**config.mk**
```make
export PLATFORM = sky130hd
export DESIGN_NAME = hazard_sequencer_flat
export DESIGN_NICKNAME = d
export VERILOG_FILES = /design/src/rtl/hazard_if.sv /design/src/rtl/hazard_sequencer.sv /design/src/flat_wrapper.sv
export SDC_FILE = /design/constraint.sdc
export NUM_CORES = 1
export LEC_CHECK = 0
export ABC_AREA = 1
export BUFFER_PORTS_ARGS = -buffer_cell sky130_fd_sc_hd__buf_2
export CAP_MARGIN = 10
export CORE_MARGIN = 1
export CORE_UTILIZATION = 56
export CTS_CLUSTER_DIAMETER = 40
export DETAILED_ROUTE_END_ITERATION = 16
export PLACE_DENSITY = 0.85
export SYNTH_ARGS = -nofsm -noshare
export SYNTH_HDL_FRONTEND = slang
export SYNTH_SLANG_ARGS = --single-unit
```
**constraint.sdc**
```tcl
create_clock -name clk -period 4.8 [get_ports clk]
set_input_delay 0.72 -clock clk [delete_from_list [all_inputs] [get_ports clk]]
set_output_delay 0.72 -clock clk [all_outputs]
set_load 0.05 [all_outputs]
```
**src/rtl/hazard_if.sv**
```systemverilog
`default_nettype none
// +--------------------------------------------------------------------+
// | hazard_if : pipeline-side signals seen by the hazard sequencer     |
// | Rev 1.0                                                            |
// +--------------------------------------------------------------------+
interface hazard_if #(
  parameter int CNT_W = 16
);
  logic             id_valid;
  logic [4:0]       id_rs1;
  logic [4:0]       id_rs2;
  logic             id_use_rs1;
  logic             id_use_rs2;
  logic [4:0]       ex_rd;
  logic             ex_reg_write;
  logic             ex_mem_read;
  logic [4:0]       mem_rd;
  logic             mem_reg_write;
  logic             branch_taken;
  logic             pc_write;
  logic             ifid_write;
  logic             ifid_flush;
  logic             idex_bubble;
  logic [1:0]       fwd_a;
  logic [1:0]       fwd_b;
  logic [CNT_W-1:0] stall_count;
  logic [CNT_W-1:0] flush_count;

  // Pipeline datapath side
  modport master (
    output id_valid, id_rs1, id_rs2, id_use_rs1, id_use_rs2,
    output ex_rd, ex_reg_write, ex_mem_read, mem_rd, mem_reg_write, branch_taken,
    input  pc_write, ifid_write, ifid_flush, idex_bubble,
    input  fwd_a, fwd_b, stall_count, flush_count
  );

  // Hazard sequencer side
  modport slave (
    input  id_valid, id_rs1, id_rs2, id_use_rs1, id_use_rs2,
    input  ex_rd, ex_reg_write, ex_mem_read, mem_rd, mem_reg_write, branch_taken,
    output pc_write, ifid_write, ifid_flush, idex_bubble,
    output fwd_a, fwd_b, stall_count, flush_count
  );
endinterface
`default_nettype wire

```
**src/rtl/hazard_sequencer.sv**
```systemverilog
`default_nettype none
// +--------------------------------------------------------------------+
// | hazard_sequencer : load-use stall, branch flush and forwarding     |
// | control for a 5-stage RV32I pipeline. Rev 1.0                      |
// +--------------------------------------------------------------------+
module hazard_sequencer #(
  parameter int MEM_WAIT = 0,
  parameter int CNT_W    = 16
) (
  input  logic     clk,
  input  logic     rst_n,
  hazard_if.slave  hz_if
);

  localparam int WAIT_W = (MEM_WAIT > 1) ? $clog2(MEM_WAIT) : 1;
  localparam logic [WAIT_W-1:0] WAIT_INIT = (MEM_WAIT > 0) ? WAIT_W'(MEM_WAIT - 1) : '0;
  localparam logic [CNT_W-1:0]  CNT_MAX   = '1;

  typedef enum logic [0:0] {
    ST_RUN       = 1'b0,
    ST_LOAD_WAIT = 1'b1
  } state_e;

  state_e            state_q, state_d;
  logic [WAIT_W-1:0] wait_q, wait_d;
  logic [1:0]        fwd_a_q, fwd_a_d;
  logic [1:0]        fwd_b_q, fwd_b_d;
  logic [CNT_W-1:0]  stall_cnt_q, stall_cnt_d;
  logic [CNT_W-1:0]  flush_cnt_q, flush_cnt_d;

  logic w_ex_load;
  logic w_hz;
  logic w_pc_write;
  logic w_ifid_write;
  logic w_ifid_flush;
  logic w_idex_bubble;

  function automatic logic [1:0] fwd_sel(
    input logic       use_rs,
    input logic [4:0] rs,
    input logic       ex_wr,
    input logic [4:0] ex_rd,
    input logic       mem_wr,
    input logic [4:0] mem_rd
  );
    logic [1:0] sel;
    sel = 2'b00;
    // The younger EX result wins over MEM; x0 is hardwired and never forwards
    if (use_rs && ex_wr && (ex_rd != 5'd0) && (ex_rd == rs)) begin
      sel = 2'b01;
    end else if (use_rs && mem_wr && (mem_rd != 5'd0) && (mem_rd == rs)) begin
      sel = 2'b10;
    end
    return sel;
  endfunction

  assign w_ex_load = hz_if.id_valid & hz_if.ex_mem_read & hz_if.ex_reg_write
                   & (hz_if.ex_rd != 5'd0);
  assign w_hz      = w_ex_load
                   & ((hz_if.id_use_rs1 & (hz_if.id_rs1 == hz_if.ex_rd))
                    | (hz_if.id_use_rs2 & (hz_if.id_rs2 == hz_if.ex_rd)));

  always_comb begin
    state_d       = state_q;
    wait_d        = wait_q;
    w_pc_write    = 1'b1;
    w_ifid_write  = 1'b1;
    w_ifid_flush  = 1'b0;
    w_idex_bubble = 1'b0;

    if (hz_if.branch_taken) begin
      w_ifid_flush  = 1'b1;
      w_idex_bubble = 1'b1;
      wait_d        = '0;
      state_d       = ST_RUN;
    end else begin
      case (state_q)
        ST_RUN: begin
          if (w_hz) begin
            w_pc_write    = 1'b0;
            w_ifid_write  = 1'b0;
            w_idex_bubble = 1'b1;
            if (MEM_WAIT != 0) begin
              wait_d  = WAIT_INIT;
              state_d = ST_LOAD_WAIT;
            end
          end
        end
        ST_LOAD_WAIT: begin
          w_pc_write    = 1'b0;
          w_ifid_write  = 1'b0;
          w_idex_bubble = 1'b1;
          if (wait_q != '0) begin
            wait_d = wait_q - WAIT_W'(1);
          end else begin
            state_d = ST_RUN;
          end
        end
        default: begin
          state_d = ST_RUN;
        end
      endcase
    end
  end

  always_comb begin
    fwd_a_d     = 2'b00;
    fwd_b_d     = 2'b00;
    stall_cnt_d = stall_cnt_q;
    flush_cnt_d = flush_cnt_q;

    if (!w_idex_bubble) begin
      fwd_a_d = fwd_sel(hz_if.id_use_rs1, hz_if.id_rs1, hz_if.ex_reg_write,
                        hz_if.ex_rd, hz_if.mem_reg_write, hz_if.mem_rd);
      fwd_b_d = fwd_sel(hz_if.id_use_rs2, hz_if.id_rs2, hz_if.ex_reg_write,
                        hz_if.ex_rd, hz_if.mem_reg_write, hz_if.mem_rd);
    end
    if (!w_pc_write && (stall_cnt_q != CNT_MAX)) begin
      stall_cnt_d = stall_cnt_q + CNT_W'(1);
    end
    if (hz_if.branch_taken && (flush_cnt_q != CNT_MAX)) begin
      flush_cnt_d = flush_cnt_q + CNT_W'(1);
    end
  end

  always_ff @(posedge clk or negedge rst_n) begin
    if (!rst_n) begin
      state_q     <= ST_RUN;
      wait_q      <= '0;
      fwd_a_q     <= 2'b00;
      fwd_b_q     <= 2'b00;
      stall_cnt_q <= '0;
      flush_cnt_q <= '0;
    end else begin
      state_q     <= state_d;
      wait_q      <= wait_d;
      fwd_a_q     <= fwd_a_d;
      fwd_b_q     <= fwd_b_d;
      stall_cnt_q <= stall_cnt_d;
      flush_cnt_q <= flush_cnt_d;
    end
  end

  // While in reset the pipeline is frozen and fed NOPs regardless of state
  assign hz_if.pc_write    = rst_n & w_pc_write;
  assign hz_if.ifid_write  = rst_n & w_ifid_write;
  assign hz_if.ifid_flush  = ~rst_n | w_ifid_flush;
  assign hz_if.idex_bubble = ~rst_n | w_idex_bubble;
  assign hz_if.fwd_a       = fwd_a_q;
  assign hz_if.fwd_b       = fwd_b_q;
  assign hz_if.stall_count = stall_cnt_q;
  assign hz_if.flush_count = flush_cnt_q;

endmodule
`default_nettype wire

```
**src/flat_wrapper.sv**
```systemverilog
// flat-port wrapper written by rule: the top's interface ports become plain ports
module hazard_sequencer_flat 
#(
  parameter int MEM_WAIT = 0,
  parameter int CNT_W    = 16
)
  (clk, rst_n, hz_if_id_valid, hz_if_id_rs1, hz_if_id_rs2, hz_if_id_use_rs1, hz_if_id_use_rs2, hz_if_ex_rd, hz_if_ex_reg_write, hz_if_ex_mem_read, hz_if_mem_rd, hz_if_mem_reg_write, hz_if_branch_taken, hz_if_pc_write, hz_if_ifid_write, hz_if_ifid_flush, hz_if_idex_bubble, hz_if_fwd_a, hz_if_fwd_b, hz_if_stall_count, hz_if_flush_count);
  hazard_if #(.CNT_W(CNT_W)) hz_if_i ();
  input  logic clk;
  input  logic rst_n;
  input wire logic [$bits(hz_if_i.id_valid)-1:0] hz_if_id_valid;
  input wire logic [$bits(hz_if_i.id_rs1)-1:0] hz_if_id_rs1;
  input wire logic [$bits(hz_if_i.id_rs2)-1:0] hz_if_id_rs2;
  input wire logic [$bits(hz_if_i.id_use_rs1)-1:0] hz_if_id_use_rs1;
  input wire logic [$bits(hz_if_i.id_use_rs2)-1:0] hz_if_id_use_rs2;
  input wire logic [$bits(hz_if_i.ex_rd)-1:0] hz_if_ex_rd;
  input wire logic [$bits(hz_if_i.ex_reg_write)-1:0] hz_if_ex_reg_write;
  input wire logic [$bits(hz_if_i.ex_mem_read)-1:0] hz_if_ex_mem_read;
  input wire logic [$bits(hz_if_i.mem_rd)-1:0] hz_if_mem_rd;
  input wire logic [$bits(hz_if_i.mem_reg_write)-1:0] hz_if_mem_reg_write;
  input wire logic [$bits(hz_if_i.branch_taken)-1:0] hz_if_branch_taken;
  output wire logic [$bits(hz_if_i.pc_write)-1:0] hz_if_pc_write;
  output wire logic [$bits(hz_if_i.ifid_write)-1:0] hz_if_ifid_write;
  output wire logic [$bits(hz_if_i.ifid_flush)-1:0] hz_if_ifid_flush;
  output wire logic [$bits(hz_if_i.idex_bubble)-1:0] hz_if_idex_bubble;
  output wire logic [$bits(hz_if_i.fwd_a)-1:0] hz_if_fwd_a;
  output wire logic [$bits(hz_if_i.fwd_b)-1:0] hz_if_fwd_b;
  output wire logic [$bits(hz_if_i.stall_count)-1:0] hz_if_stall_count;
  output wire logic [$bits(hz_if_i.flush_count)-1:0] hz_if_flush_count;
  assign hz_if_i.id_valid = hz_if_id_valid;
  assign hz_if_i.id_rs1 = hz_if_id_rs1;
  assign hz_if_i.id_rs2 = hz_if_id_rs2;
  assign hz_if_i.id_use_rs1 = hz_if_id_use_rs1;
  assign hz_if_i.id_use_rs2 = hz_if_id_use_rs2;
  assign hz_if_i.ex_rd = hz_if_ex_rd;
  assign hz_if_i.ex_reg_write = hz_if_ex_reg_write;
  assign hz_if_i.ex_mem_read = hz_if_ex_mem_read;
  assign hz_if_i.mem_rd = hz_if_mem_rd;
  assign hz_if_i.mem_reg_write = hz_if_mem_reg_write;
  assign hz_if_i.branch_taken = hz_if_branch_taken;
  assign hz_if_pc_write = hz_if_i.pc_write;
  assign hz_if_ifid_write = hz_if_i.ifid_write;
  assign hz_if_ifid_flush = hz_if_i.ifid_flush;
  assign hz_if_idex_bubble = hz_if_i.idex_bubble;
  assign hz_if_fwd_a = hz_if_i.fwd_a;
  assign hz_if_fwd_b = hz_if_i.fwd_b;
  assign hz_if_stall_count = hz_if_i.stall_count;
  assign hz_if_flush_count = hz_if_i.flush_count;
  hazard_sequencer #(.MEM_WAIT(MEM_WAIT), .CNT_W(CNT_W)) u_core (.clk(clk), .rst_n(rst_n), .hz_if(hz_if_i));
endmodule
```
; ---- Word level (Yosys, flattened, before mapping)
; Cells that the tools add are included.
[op_classes]
add_sub_neg = 3
eq_ne = 8
mux = 19
bitwise = 12
reduce_logical = 18
[op_table]
columns = cell, count
row1 = 16-bit by 1-bit adder with 16-bit output (second input constant), 2
row2 = 16-bit != test (second input constant), 2
row3 = 5-bit == test, 6
row4 = 1-bit logical AND, 14
row5 = 2-bit two-way mux, 6
row6 = 1-bit two-way mux, 11
row7 = 5-bit nonzero test, 2
row8 = 1-bit AND, 7
row9 = 1-bit case mux with 2 select lines, 2
row10 = 1-bit OR, 3
row11 = 1-bit inverter, 2
row12 = 2-bit nonzero test, 1
row13 = 1-bit logical NOT, 1
row14 = 1-bit subtractor (second input constant), 1
[totals]
ff_bits = 38
elab_cells = 66

; ---- Depth between registers and ports, before layout
; Gate-level depths: netlist of the first run.
[logic_depth]
depth_word = 9
mapped_depth = 11
depth_no_buf = 10

; ---- Least setup slack after synthesis of the first run
; OpenSTA, ideal clock, no wires.
[synth_timing]
kind = input to output
startpoint = input hz_if_ex_rd[2]
endpoint = output hz_if_pc_write
t_arrival_ps = 1858
slack_ps = 2222
cell_stages = 8
n_path_buf = 1
cell_sequence = inv_1 > nand4_1 > nand3b_1 > inv_1 > nand3_2 > nand2_1 > inv_1 > buf_4
[synth_between]
elab_chain_len = 8
word_cells_on_any_way = 12
[synth_lines]
columns = element, line_no
row1 = from (decl), flat_wrapper.sv:16  ; input wire logic [$bits(hz_if_i.ex_rd)-1:0] hz_if_ex_rd;
row2 = "5-bit == test, on equally long branches", "hazard_sequencer.sv:60, hazard_sequencer.sv:61"
row3 = "1-bit AND, on equally long branches", "hazard_sequencer.sv:60, hazard_sequencer.sv:61"
row4 = 1-bit OR, hazard_sequencer.sv:61  ; | (hz_if.id_use_rs2 & (hz_if.id_rs2 == hz_if.ex_rd)));
row5 = 1-bit AND (*), hazard_sequencer.sv:60  ; & ((hz_if.id_use_rs1 & (hz_if.id_rs1 == hz_if.ex_rd))
row6 = 1-bit two-way mux (*), n/a
row7 = 1-bit case mux with 2 select lines (*), n/a
row8 = 1-bit two-way mux (*), n/a
row9 = 1-bit AND (*), n/a
row10 = to (decl), flat_wrapper.sv:22  ; output wire logic [$bits(hz_if_i.pc_write)-1:0] hz_if_pc_write;
; Mark *: on every way between the ends. The rest lies on a longest branch, timed or not.

; ---- Final worst setup path of the first run
[layout_timing]
startpoint = input hz_if_ex_rd[2]
endpoint = output hz_if_pc_write
[layout_between]
elab_chain_len = 8
word_cells_on_any_way = 12
[layout_lines]
columns = element, line_no
row1 = "5-bit == test, on equally long branches", "hazard_sequencer.sv:60, hazard_sequencer.sv:61"
row2 = "1-bit AND, on equally long branches", "hazard_sequencer.sv:60, hazard_sequencer.sv:61"
row3 = 1-bit OR, hazard_sequencer.sv:61
row4 = 1-bit AND (*), hazard_sequencer.sv:60
row5 = 1-bit two-way mux (*), hazard_sequencer.sv:79  ; if (w_hz) begin
row6 = 1-bit case mux with 2 select lines (*), hazard_sequencer.sv:77  ; case (state_q)
row7 = 1-bit two-way mux (*), hazard_sequencer.sv:71  ; if (hz_if.branch_taken) begin
row8 = 1-bit AND (*), hazard_sequencer.sv:145  ; assign hz_if.pc_write = rst_n & w_pc_write;
; Marked as above.

==> results.cfg, run 1 <==
[grt]
grt_pass1_wl_um = 8852
grt_pass1_vias = 2111
grt_max_degree = 40
grt.total_usage = 0.2575
antenna_found_initial = 0
grt.overflow.total = 0

[timing]
post-route-period-util = 0.5365
worst_pin_slew_ns = 0.8222
setup_viol = 0
slew_viol_final = 0
relSlewSlack = 0.4518
hold_viol_final = 0
skew_ns = 0.004998
period_minus_slack_ns = 2.575
rsz0062_at_grt = no
timing.final.ws_setup_ns = 2.225
fmax_ghz = 0.3883
tns_ns = 0

[clocking]
cts_tree = done
cts_hold_buffers = 0
h-tree-depth = 2
cts.sinks = 36
clock_latency_ns = 0.28
cts_setup_buffers = 0
cts-resized-gates = 0
numCtsBuffers = 5
clock_path_buffers = 2
ctsRootBufferMaster = clkbuf_8
clkTransAtPathRegs_ns = 0.07

[logic_synthesis]
synth_seq_cells = 36
ys.flop_type = dfrtp_1
synthTopCellsByCount = nand2_1 (134), inv_1 (38), dfrtp_1 (36), nor2_1 (35), xor2_1 (21)
synthTopCellsByArea = dfrtp_1 (38%), nand2_1 (21%), xor2_1 (7.8%), inv_1 (6.0%), nor2_1 (5.5%)
synth_edf_count = 0
synth_compound_area_frac = 0.03592
async_reset_ff_frac = 1.000
synth-adder-area-share = 0.01057
synth_mux_area_frac = 0
synth-simple-area-share = 0.3777
synth_most_common_cell = nand2_1
synth_top_family_by_area = simple AND/OR/NAND/NOR gates
synth_cell_type_count = 26
synth-xor-area-share = 0.1109
yosys.area.top_type = dfrtp_1
ys_seq_area_frac = 0.3803
netlist_area_sq_mm = 0.002369
ys.warnings.count = 0
synth_top_area_share = 0.3803
synth_nets = 373
synthCells = 342
syn_avg_cell_area_sq_um = 6.926

[placement]
io_buffers = 68
routabilityCongestion = 0.9570
placed_area_sq_mm = 0.002733
dp_slack_ns = 2.211
hpwl_um = 4172

[power]
p_leak_nw = 1.575
power_w = 0.0009630
p_sw_w = 0.0004233
switching_share = 0.4396
p_seq_frac = 0.407
pwr-share-comb = 0.387
peakVddDrop_mv = 0.3064
p_clk_frac = 0.206
power_density_mw_per_mm2 = 342.7
internal-power_w = 0.0005397

[setup_path]
crit_arrival_ns = 1.86
crit_fanout = 4
crit_path_end_kind = output pin
cp-start-kind = primary input
crit_required_ns = 4.08
worstSetupPathType = primary input to output pin

[floorplan]
core_area_sq_mm = 0.004029
num_rows = 23
die_h_um = 67.04
ios = 69
start_util = 0.5879
die_area_sq_mm = 0.004494
fp.dieW_um = 67.04

[cells_and_area]
antenna_cells = 0
area_delta_synth_final_pct = 18.65
drive_gt1_frac = 0.2010
final_cell_area_sq_mm = 0.002810
nNetsFinal = 444

[hold_path]
hold_path_class = flip-flop to flip-flop

[detailed_routing]
vias = 2351
wl_um = 5266
dr.pass1.iters = 4
via_per_inst = 5.078
postRouteAntennaNets = 0
first_iter_violations = 159
post_drt_wl_per_cell_um = 11.37
drc_errors = 0

[run_status]
status = complete, no violations

[job]
cap_violations = 0
critical path: stages:
cell      delay, ns
buf_2          0.10
inv_1          0.11
nand4_1        0.17
nand3b_1       0.13
inv_1          0.08
nand3_2        0.13
nand2_1        0.06
inv_1          0.08
buf_2          0.26
registers in the layout, indices dropped and copies added, names as in the netlist:
| name | count |
|---|---|
| u_core.hz_if.stall_count | 16 |
| u_core.hz_if.fwd_b | 2 |
| u_core.hz_if.flush_count | 16 |
| u_core.hz_if.fwd_a | 2 |
stage by stage:
stage	instances	hold slack, ns	utilization
final	463	0.5180	0.6975
after global routing	463	0.5442	0.6975
after CTS	463	0.5283	0.6975
after detailed placement	456	0.5136	0.6783
after global placement	456	0.5071	0.6783
after floorplan	342	0.4244	-
layer usage:
layer / part of all wire / global-route usage / routed length, um
met5: 0 / 0 / 0
met1: 0.46 / 0.3143 / 2397
met4: 0.017 / 0.08777 / 89
met2: 0.48 / 0.4388 / 2546
met3: 0.044 / 0.05822 / 233
power by group through the flow:
stage / Clock (W) / Combinational [W] / Sequential [W]
floorplan: 0 / 0.000128 / 0.000542
detailed placement: 0 / 0.000373 / 0.000397
global placement: 0 / 0.000366 / 0.000395
CTS: 0.000204 / 0.000374 / 0.000392
finish: 0.000199 / 0.000372 / 0.000392
global route: 0.000216 / 0.000402 / 0.000400
path summary, 6_finish.rpt:
check,end,from,slack (ns),cells past startpoint
min,u_core.hz_if.flush_count[0],u_core.hz_if.flush_count[0],0.52,1
min reg2reg,u_core.hz_if.flush_count[0],u_core.hz_if.flush_count[0],0.52,1
max reg2reg,u_core.hz_if.flush_count[7],u_core.hz_if.flush_count[0],2.99,10
max,hz_if_pc_write,hz_if_ex_rd[2],2.22,9
max in group asynchronous,u_core.hz_if.flush_count[12],rst_n,3.75,1
min in group asynchronous,u_core.hz_if.stall_count[2],rst_n,0.53,1
logic make-up (layout without fill, tap and decap cells):
logic type	Yosys count	after routing
and+or+nand+nor	213	213
buffers and inverters	46	117
DFF	36	36
xor gates and xnor gates	30	30
AOI/OAI and AO/OA	15	15
adders and majority gates	2	2
area by class of cell:
| class | instances | area, sq um |
|---|---|---|
| tap | 50 | 62.56 |
| fill | 351 | 1219 |
| clock inverter | 1 | 5.005 |
| sequential | 36 | 900.9 |
| clock buffer | 6 | 72.57 |
| inverter | 41 | 153.9 |
| timing repair buffer | 69 | 347.8 |
| multi-input combinational | 260 | 1267 |
cells in the final DEF, fill, tap and decap left out:
cell and n:
nand4_1 5, buf_4 1, buf_2 68, ha_1 2, xnor2_1 9, clkinv_2 1
clkbuf_1 1, o2111ai_1 2, inv_1 38, nor3_1 10, o22ai_1 2, clkbuf_8 5
nand3b_1 3, a21oi_1 3, inv_2 3, o21ai_1 1, xor2_1 21, o21ai_0 7
nor4_1 1, nor3_2 1, nor2_1 35, nand2_1 134, nand4_2 1, dfrtp_1 36
nand2_2 1, nand3_1 20, nor2_4 1, nand3_2 1
No activity file was read; power rests on OpenSTA's default activity.
==> run 2: changes to the inputs <==
--- a/config.mk
+++ b/config.mk
@@ -9,10 +9,10 @@
 export BUFFER_PORTS_ARGS = -buffer_cell sky130_fd_sc_hd__buf_2
 export CAP_MARGIN = 10
 export CORE_MARGIN = 1
-export CORE_UTILIZATION = 56
+export CORE_UTILIZATION = 52
 export CTS_CLUSTER_DIAMETER = 40
 export DETAILED_ROUTE_END_ITERATION = 16
-export PLACE_DENSITY = 0.85
+export PLACE_DENSITY = 0.8
 export SYNTH_ARGS = -nofsm -noshare
 export SYNTH_HDL_FRONTEND = slang
 export SYNTH_SLANG_ARGS = --single-unit
==> constraint.sdc (replaced) <==
create_clock -name clk -period 2.5 [get_ports clk]
set_input_delay 0.375 -clock clk [delete_from_list [all_inputs] [get_ports clk]]
set_output_delay 0.375 -clock clk [all_outputs]
set_load 0.05 [all_outputs]
==> results.cfg, run 2 (synthesis gave the netlist of run 1 again) <==
[floorplan]
start_util = 0.5440
ios = 69
num_rows = 24
die_h_um = 69.49
fp.dieW_um = 69.49
die_area_sq_mm = 0.004829
core_area_sq_mm = 0.004354

[detailed_routing]
post_drt_wl_per_cell_um = 11.31
dr.pass1.iters = 4
postRouteAntennaNets = 0
drc_errors = 0
first_iter_violations = 190
via_per_inst = 5.017
vias = 2348
wl_um = 5292

[timing]
tns_ns = 0
timing.final.ws_setup_ns = 0.6828
worst_pin_slew_ns = 0.4233
post-route-period-util = 0.7269
period_minus_slack_ns = 1.817
rsz0062_at_grt = no
hold_viol_final = 0
relSlewSlack = 0.7171
fmax_ghz = 0.5503
setup_viol = 0
slew_viol_final = 0
skew_ns = 0.007012

[run_status]
status = complete, no violations

[setup_path]
crit_required_ns = 2.12
crit_fanout = 6
crit_path_end_kind = output pin
worstSetupPathType = primary input to output pin
crit_arrival_ns = 1.44
cp-start-kind = primary input

[placement]
placed_area_sq_mm = 0.002743
io_buffers = 68
dp_slack_ns = 0.6827
hpwl_um = 4151
routabilityCongestion = 0.8879
post-place-cells = 459

[grt]
antenna_found_initial = 0
grt_pass1_wl_um = 8887
grt.total_usage = 0.2267
grt.overflow.total = 0
grt_pass1_vias = 2095
grt_max_degree = 35

[cells_and_area]
final_common_cell = nand2_1
area_delta_synth_final_pct = 20.76
drive_gt1_frac = 0.2043
fillCellCount = 396
final_cells = 468
final_cell_area_sq_mm = 0.002860
final_util = 0.6569
final_cell_mix = nand2_1 (134), buf_2 (68), inv_1 (38), dfrtp_1 (36), nor2_1 (35)
antenna_cells = 0
nNetsFinal = 446

[hold_path]
hold_path_class = primary input to flip-flop

[clocking]
cts_setup_buffers = 0
clkTransAtPathRegs_ns = 0.07
ctsRootBufferMaster = clkbuf_8
clock_latency_ns = 0.29
clock_path_buffers = 2
h-tree-depth = 2
cts_tree = done
numCtsBuffers = 5
cts_hold_buffers = 1
cts-resized-gates = 0
cts.sinks = 36

[power]
p_leak_nw = 1.598
peakVddDrop_mv = 0.7515
power_density_mw_per_mm2 = 688.7

[job]
cap_violations = 0
## run 2: cell count changes in the layout (fill, tap and decap cells not counted)
cell	previous run	this run
dlygate4sd3_1	0	1
bufinv_16	0	1
buf_4	1	2
## run 2: metrics by stage
| step | total power, W | hold slack [ns] |
|---|---|---|
| 2_1_floorplan | 0.001287 | 0.07941 |
| 3_3_place_gp | 0.001463 | 0.1916 |
| 3_5_place_dp | 0.001475 | 0.1927 |
| 4_1_cts | 0.001982 | 0.3881 |
| 5_1_grt | 0.002073 | 0.4039 |
| 6_report | 0.001970 | 0.3989 |
## run 2: path summary, 6_finish.rpt
path / from / to / slack (ns) / cells past startpoint
max: rst_n / hz_if_ifid_write / 0.68 / 5
min: hz_if_ex_reg_write / u_core.hz_if.fwd_b[0] / 0.40 / 3
max reg2reg: u_core.hz_if.flush_count[0] / u_core.hz_if.flush_count[7] / 0.69 / 10
min reg2reg: u_core.hz_if.flush_count[0] / u_core.hz_if.flush_count[0] / 0.52 / 1
max in group asynchronous: rst_n / u_core.hz_if.stall_count[15] / 1.44 / 3
min in group asynchronous: rst_n / u_core.hz_if.fwd_b[0] / 0.44 / 2
## run 2: final cells by class
type                            instances  area (sq um)  share of cell area
Clock inverter                          2         35.03             0.01225
Multi-Input combinational cell        260          1267              0.4431
Sequential cell                        36         900.9              0.3150
Clock buffer                            6         72.57             0.02537
Timing Repair Buffer                   71         365.4              0.1277
Tap cell                               52         65.06             0.02275
Inverter                               41         153.9             0.05381
## run 2: critical path: stages
cell and delay (ns):
dlygate4sd3_1 0.53, buf_2 0.17, nand2_1 0.07, inv_1 0.06, buf_2 0.25
## run 2: layer usage
layer / vias up / GRT usage / share of wire
met5: - / 0 / 0
li1: 1205 / - / -
met3: 7 / 0.04651 / 0.050
met4: 0 / 0.07483 / 0.013
met1: 1062 / 0.2917 / 0.46
met2: 74 / 0.3797 / 0.48
## run 2: power by group
group	internal, W	switching (W)
registers	0.000667	0.0000870
clock network	0.000296	0.000207
logic	0.000182	0.000532
total	0.00114	0.000826
